File: src/rtl/mem_stage_pkg.sv
// Shared definitions for the MEM stage: bus widths, load-type encodings,
// response-FSM states and the packed layouts of the EX->MEM and MEM->WB buses.
package mem_stage_pkg;

    localparam int unsigned ES_TO_MS_BUS_WD = 164;
    localparam int unsigned MS_TO_WS_BUS_WD = 157;
    localparam int unsigned MS_TO_DS_BUS_WD = 39;

    // Load-type encodings carried in the ld_type field.
    localparam logic [2:0] LD_W  = 3'd0;
    localparam logic [2:0] LD_B  = 3'd1;
    localparam logic [2:0] LD_BU = 3'd2;
    localparam logic [2:0] LD_H  = 3'd3;
    localparam logic [2:0] LD_HU = 3'd4;
    localparam logic [2:0] LD_WL = 3'd5;
    localparam logic [2:0] LD_WR = 3'd6;

    // Data-SRAM response tracking.
    typedef enum logic [1:0] {
        StIdle = 2'd0,
        StWait = 2'd1,
        StHold = 2'd2,
        StDrop = 2'd3
    } ms_state_e;

    // EX -> MEM payload, MSB first.
    typedef struct packed {
        logic        tlbwi;
        logic        tlbr;
        logic        ex;
        logic [4:0]  exccode;
        logic        bd;
        logic [31:0] badvaddr;
        logic        eret;
        logic        mtc0;
        logic [7:0]  cp0_addr;
        logic [31:0] rt;
        logic        load_op;
        logic [2:0]  ld_type;
        logic [1:0]  addr_lo;
        logic        req_sent;
        logic        res_from_cp0;
        logic [3:0]  rf_we;
        logic [4:0]  dest;
        logic [31:0] alu_result;
        logic [31:0] pc;
    } es_to_ms_t;

    // MEM -> WB payload, MSB first; load fields dropped, result substituted.
    typedef struct packed {
        logic        tlbwi;
        logic        tlbr;
        logic        ex;
        logic [4:0]  exccode;
        logic        bd;
        logic [31:0] badvaddr;
        logic        eret;
        logic        mtc0;
        logic [7:0]  cp0_addr;
        logic [31:0] cp0_wdata;
        logic        res_from_cp0;
        logic [3:0]  rf_we;
        logic [4:0]  dest;
        logic [31:0] final_result;
        logic [31:0] pc;
    } ms_to_ws_t;

endpackage

File: src/rtl/mem_stage_load_extend.sv
// Load-data extraction: selects byte/halfword by address, sign/zero extends,
// and (with MS_UNALIGNED_LD_EN) merges lwl/lwr bytes into rt with a byte mask.
module load_extend
    import mem_stage_pkg::*;
(
    input  logic [2:0]  ld_type,
    input  logic [1:0]  addr_lo,
    input  logic [31:0] rdata,
    input  logic [31:0] rt,
    output logic [31:0] result,
    output logic [3:0]  byte_mask
);

    logic [7:0]  byte_sel;
    logic [15:0] half_sel;

`ifndef MS_UNALIGNED_LD_EN
    // rt only matters for lwl/lwr merging.
    logic unused_rt;
    assign unused_rt = ^rt;
`endif

    // Pick the addressed byte and halfword out of the memory word.
    always_comb begin
        byte_sel = rdata[7:0];
        unique case (addr_lo)
            2'd0: byte_sel = rdata[7:0];
            2'd1: byte_sel = rdata[15:8];
            2'd2: byte_sel = rdata[23:16];
            2'd3: byte_sel = rdata[31:24];
            default: byte_sel = rdata[7:0];
        endcase
        half_sel = addr_lo[1] ? rdata[31:16] : rdata[15:0];
    end

    // Extend or merge according to the load type.
    always_comb begin
        result    = rdata;
        byte_mask = 4'hf;
        case (ld_type)
            LD_B:  result = {{24{byte_sel[7]}}, byte_sel};
            LD_BU: result = {24'h0, byte_sel};
            LD_H:  result = {{16{half_sel[15]}}, half_sel};
            LD_HU: result = {16'h0, half_sel};
`ifdef MS_UNALIGNED_LD_EN
            LD_WL: begin
                unique case (addr_lo)
                    2'd0: begin result = {rdata[7:0], rt[23:0]};  byte_mask = 4'b1000; end
                    2'd1: begin result = {rdata[15:0], rt[15:0]}; byte_mask = 4'b1100; end
                    2'd2: begin result = {rdata[23:0], rt[7:0]};  byte_mask = 4'b1110; end
                    default: begin result = rdata;                byte_mask = 4'b1111; end
                endcase
            end
            LD_WR: begin
                unique case (addr_lo)
                    2'd1: begin result = {rt[31:24], rdata[31:8]};  byte_mask = 4'b0111; end
                    2'd2: begin result = {rt[31:16], rdata[31:16]}; byte_mask = 4'b0011; end
                    2'd3: begin result = {rt[31:8], rdata[31:24]};  byte_mask = 4'b0001; end
                    default: begin result = rdata;                  byte_mask = 4'b1111; end
                endcase
            end
`endif
            default: result = rdata;
        endcase
    end

endmodule

File: src/rtl/mem_stage.sv
// MEM stage: registers the EX bus, tracks the outstanding data-SRAM response
// (buffering it across WB stalls and discarding it after a WB flush), extends
// load data, and feeds WB, the ID forwarding bus and the EX flush flag.
// Optional: MS_UNALIGNED_LD_EN enables lwl/lwr merging in load_extend.
module mem_stage
    import mem_stage_pkg::*;
(
    input  logic                       clk,
    input  logic                       reset,
    input  logic                       ws_allowin,
    output logic                       ms_allowin,
    input  logic                       es_to_ms_valid,
    input  logic [ES_TO_MS_BUS_WD-1:0] es_to_ms_bus,
    output logic                       ms_to_ws_valid,
    output logic [MS_TO_WS_BUS_WD-1:0] ms_to_ws_bus,
    output logic [MS_TO_DS_BUS_WD-1:0] ms_to_ds_bus,
    output logic                       ms_ex_flush,
    input  logic                       data_sram_data_ok,
    input  logic [31:0]                data_sram_rdata,
    input  logic                       ws_cancel
);

    es_to_ms_t es_in;
    es_to_ms_t bus_q, bus_d;
    logic      ms_valid_q, ms_valid_d;
    ms_state_e state_q, state_d;
    logic [31:0] data_buf_q, data_buf_d;

    logic        ms_ready_go;
    logic        need_resp;
    logic        data_ok_wait;
    logic        accept;
    logic        enter_req;
    logic [31:0] mem_word;
    logic [31:0] ld_result;
    logic [3:0]  ld_mask;
    logic [3:0]  rf_we_out;
    logic [31:0] final_result;
    logic        fwd_valid;
    logic        blk;
    ms_to_ws_t   ws_out;

    assign es_in = es_to_ms_bus;

    // Handshake and readiness.
    always_comb begin
        need_resp    = bus_q.req_sent && !bus_q.ex;
        data_ok_wait = (state_q == StWait) && data_sram_data_ok;
        ms_ready_go  = !need_resp || data_ok_wait || (state_q == StHold);
        // DROP blocks new entries so a stale response cannot be claimed.
        ms_allowin   = !reset && (state_q != StDrop)
                       && (!ms_valid_q || (ms_ready_go && ws_allowin));
        ms_to_ws_valid = ms_valid_q && ms_ready_go && !ws_cancel;
        accept       = es_to_ms_valid && ms_allowin;
        enter_req    = accept && !ws_cancel && es_in.req_sent && !es_in.ex;
    end

    // Pipeline valid and bus register next state.
    always_comb begin
        ms_valid_d = ms_valid_q;
        if (ws_cancel) begin
            ms_valid_d = 1'b0;
        end else if (ms_allowin) begin
            ms_valid_d = es_to_ms_valid;
        end
        bus_d = accept ? es_in : bus_q;
    end

    // Response FSM next state and response buffer.
    always_comb begin
        state_d    = state_q;
        data_buf_d = data_buf_q;
        unique case (state_q)
            StIdle: begin
                if (enter_req) state_d = StWait;
            end
            StWait: begin
                if (ws_cancel) begin
                    state_d = data_sram_data_ok ? StIdle : StDrop;
                end else if (data_sram_data_ok) begin
                    if (ws_allowin) begin
                        state_d = enter_req ? StWait : StIdle;
                    end else begin
                        state_d    = StHold;
                        data_buf_d = data_sram_rdata;
                    end
                end
            end
            StHold: begin
                if (ws_cancel) begin
                    state_d = StIdle;
                end else if (ws_allowin) begin
                    state_d = enter_req ? StWait : StIdle;
                end
            end
            StDrop: begin
                if (data_sram_data_ok) state_d = StIdle;
            end
            default: state_d = StIdle;
        endcase
    end

    // State registers with synchronous reset.
    always_ff @(posedge clk) begin
        if (reset) begin
            ms_valid_q <= 1'b0;
            bus_q      <= '0;
            state_q    <= StIdle;
            data_buf_q <= 32'h0;
        end else begin
            ms_valid_q <= ms_valid_d;
            bus_q      <= bus_d;
            state_q    <= state_d;
            data_buf_q <= data_buf_d;
        end
    end

    assign mem_word = (state_q == StHold) ? data_buf_q : data_sram_rdata;

    load_extend u_load_extend (
        .ld_type   (bus_q.ld_type),
        .addr_lo   (bus_q.addr_lo),
        .rdata     (mem_word),
        .rt        (bus_q.rt),
        .result    (ld_result),
        .byte_mask (ld_mask)
    );

    // Output buses.
    always_comb begin
        final_result = bus_q.load_op ? ld_result : bus_q.alu_result;
        rf_we_out    = bus_q.rf_we & (bus_q.load_op ? ld_mask : 4'hf);
        fwd_valid    = ms_valid_q && (|rf_we_out);
        blk          = ms_valid_q && (bus_q.res_from_cp0 || (bus_q.load_op && !ms_ready_go));

        ws_out.tlbwi        = bus_q.tlbwi;
        ws_out.tlbr         = bus_q.tlbr;
        ws_out.ex           = bus_q.ex;
        ws_out.exccode      = bus_q.exccode;
        ws_out.bd           = bus_q.bd;
        ws_out.badvaddr     = bus_q.badvaddr;
        ws_out.eret         = bus_q.eret;
        ws_out.mtc0         = bus_q.mtc0;
        ws_out.cp0_addr     = bus_q.cp0_addr;
        ws_out.cp0_wdata    = bus_q.rt;
        ws_out.res_from_cp0 = bus_q.res_from_cp0;
        ws_out.rf_we        = rf_we_out;
        ws_out.dest         = bus_q.dest;
        ws_out.final_result = final_result;
        ws_out.pc           = bus_q.pc;

        ms_to_ws_bus = ws_out;
        ms_to_ds_bus = {fwd_valid, blk, bus_q.dest, final_result};
        ms_ex_flush  = ms_valid_q && (bus_q.ex || bus_q.eret);
    end

endmodule

File: config.mk
export PLATFORM = sky130hd
export DESIGN_NAME = mem_stage
export DESIGN_NICKNAME = d
export VERILOG_FILES = /design/src/rtl/mem_stage_pkg.sv /design/src/rtl/mem_stage_load_extend.sv /design/src/rtl/mem_stage.sv
export SDC_FILE = /design/constraint.sdc
export NUM_CORES = 1
export LEC_CHECK = 0
export ABC_AREA = 1
export CORE_MARGIN = 3
export CORE_UTILIZATION = 41
export CTS_BUF_LIST = sky130_fd_sc_hd__clkbuf_8
export DETAILED_ROUTE_END_ITERATION = 12
export MAX_ROUTING_LAYER = met4
export PLACE_DENSITY = 0.8
export SLEW_MARGIN = 20
export SYNTH_ARGS = -nofsm -noshare
export SYNTH_HDL_FRONTEND = slang
export SYNTH_SLANG_ARGS = --single-unit
File: constraint.sdc
create_clock -name clk -period 2 [get_ports clk]
set_clock_uncertainty 0.1 [all_clocks]
set_input_delay 0.3 -clock clk [delete_from_list [all_inputs] [get_ports clk]]
set_output_delay 0.3 -clock clk [all_outputs]
set_load 0.01 [all_outputs]
==> metrics.cfg <==
[run_status]
outcome=finished, violations left
violations=negative setup slack

[clock_tree]
htree_levels=4
cts_tree=built
clockRootBuffer=clkbuf_8
clock-sinks=199
ctsLongestPathBuffers=2
clkTransAtPathRegs_ns=0.14
clock_latency_ns=0.49
cts_hold_buf=0
cts_buffers=17

[logic_synthesis]
synth_compound_area_frac=0.189
synth_cells=1382
yosys_warnings=0
synth.distinct_cells=36
syn_area_um2=9890
synth_top_family_by_area=simple AND/OR/NAND/NOR gates
synth_fp_nets=1584
avgSynthCellArea_um2=7.15
ys_ff_latch=199
synthMuxAreaShare=0.00304
synth-simple-area-share=0.206
seq_area_frac_synth=0.403
synth_xor_area_frac=0
synthAdderAreaFrac=0

[power]
peakVddDrop_mv=0.493
power.leakage_uw=0.00742
power_density_nw_per_um2=582

[finish]
drive_gt1_frac=0.470
fillCellCount=1344
syn_to_final_growth_pct=90.7
layout.nets=1970

[timing]
drv_slew=0
finalSetupViolCount=237
finalSetupTns_ns=-117.59
finalCriticalPeriod_ns=2.79
fmax_ghz=0.358
whs_ns=0.198
setup_ws_ns=-0.792
max_slew_margin=0.337
worstMarginPinSlew_ns=0.995
rsz0062_at_grt=yes
finalHoldViolCount=0
period_share=1.40

[drt]
detail_route.iter0.violations=1130
dr_total_vias=11900
vias_per_cell=5.63
routed_wl_um=52200
ant_nets=0
post-route-drc-count=0
wl_per_cell_um=24.8
dr.pass1.iters=5

[global_route]
gr-usage-all-layers=0.339
grt-busiest-layer=met2
grt_pass1_wl_um=67400
grt_use_met3=0.0675
grt_pass1_vias=12000
overflow=0
antenna_found_initial=5
grt_use_met2=0.575
grtUsageMet1=0.379
grt_max_degree=126

[worst_setup_path]
worstPathArrival_ns=2.39
cp-start-kind=register
end_kind=output port
worstPathRequired_ns=1.60
critPathKind=register to output port
path_max_fanout=8
rrSetupSlack_ns=-0.56

[placement]
io_buffers=400
dp_hpwl_um=25900
gp_congestion=0.949

[floorplan]
io_pins=401
start_util=0.419
dieArea_um2=26000
die-height_um=161
fp.dieW_um=161
coreArea_um2=23600
rows=56

[job]
cap_viol_max_count=0

[min_path]
worstHoldPathType=input port to register

-- per-stage QoR --
step | utilization | cells | area [um^2] | setup WS (ns) | power, uW
after floorplan | - | 1382 | 9940 | -0.119 | 5580
after global placement | 0.582 | 1963 | 13700 | -0.786 | 6760
after detailed placement | 0.582 | 1963 | 13700 | -0.818 | 6790
after CTS | 0.726 | 2097 | 17200 | -0.787 | 10300
after global routing | 0.798 | 2105 | 18900 | -0.936 | 11300
final | 0.798 | 2105 | 18900 | -0.792 | 11000
-- layer usage --
layer  part of all wire  vias up  routed length (um)
li1                   -     5194                   -
met1               0.35     5648               18400
met2               0.50      766               25800
met3              0.080      246                4190
met4              0.071        0                3710
met5                  0        -                   0
-- layout make-up --
cell class	instances	area (um^2)	share of cell area
Tap cell	319	399	0.0212
Timing Repair Buffer	620	6830	0.362
Antenna cell	5	12.5	0.000664
Clock buffer	17	234	0.0124
Multi-Input combinational cell	839	6840	0.363
Sequential cell	199	4000	0.212
Inverter	91	357	0.0189
Clock inverter	15	183	0.00969
-- critical path, cell delays in order, from the launching register on --
cell and delay (ns):
dfxtp_2 0.35, inv_4 0.07, nand2_8 0.08, or2_1 0.23, o21ai_2 0.12, nand2_2 0.10, o21ai_1 0.11, nand3_2 0.12
nand3_4 0.13, buf_6 0.14, nand2_8 0.10, o21ai_4 0.17, inv_2 0.07, buf_6 0.12
-- final timing paths --
kind	start	to	cells after the start
max	state_q[0]	ms_to_ws_bus[55]	13
min	reset	bus_q[74]	5
max reg2reg	state_q[0]	ms_to_ws_bus[19]	16
min reg2reg	bus_q[59]	bus_q[59]	2
-- cells in the final DEF, fill, tap and decap left out, drive strengths merged, types with 3 or more instances in the layout --
cell and count:
nor3 4, or2 3, clkdlybuf4s50 329, dfxtp 199
nand2 264, a22oi 9, nand3 138, o21ai 126
a211oi 8, diode 5, nor2 76, a21oi 196
clkbuf 18, clkinv 7, inv 98, buf 286
mux2i 3
-- report_power, final --
group	internal, uW	switching, uW
Clock	1070	1800
Sequential	4160	177
Combinational	1860	1890
Total	7100	3870
-- flip-flops by register name, indices dropped and copies added (netlist names) --
signal        flops
state_q           2
ms_valid_q        1
ms_to_ds_bus      5
ms_to_ws_bus    116
bus_q            43
data_buf_q       32
-- kinds of logic after synthesis --
group                  count (synthesis)
AND/OR/NAND/NOR                      482
AO/OA/AOI/OAI                        349
buffers and inverters                349
flip-flops                           199
multiplexers                           3
-- what timing repair did --
| item | 4_1_cts | 5_1_grt |
|---|---|---|
| pin swaps | 126 | 121 |
| buffers inserted | 60 | 14 |
| endpoints found under the setup margin | 235 | 236 |
| gates cloned | 46 | 1 |
| gates resized for setup | 747 | 405 |
-- cell usage after synthesis (all sizes together) --
master / count / share of area
a211oi: 8 / 0.0061
a21boi: 1 / 0.0019
a21oi: 196 / 0.099
a22oi: 9 / 0.0068
a31oi: 2 / 0.0013
a41oi: 1 / 0.00089
buf: 197 / 0.14
clkbuf: 61 / 0.023
clkinv: 1 / 0.00038
dfxtp: 199 / 0.40
inv: 90 / 0.034
mux2i: 3 / 0.0030
nand2: 259 / 0.10
nand3: 138 / 0.072
nand4: 2 / 0.0013
nor2: 76 / 0.029
nor3: 4 / 0.0025
o211ai: 2 / 0.0015
o21a: 1 / 0.00076
o21ai: 126 / 0.068
o31a: 2 / 0.0018
o31ai: 1 / 0.00076
or2: 3 / 0.0019
No activity file was read; power rests on OpenSTA's default activity.
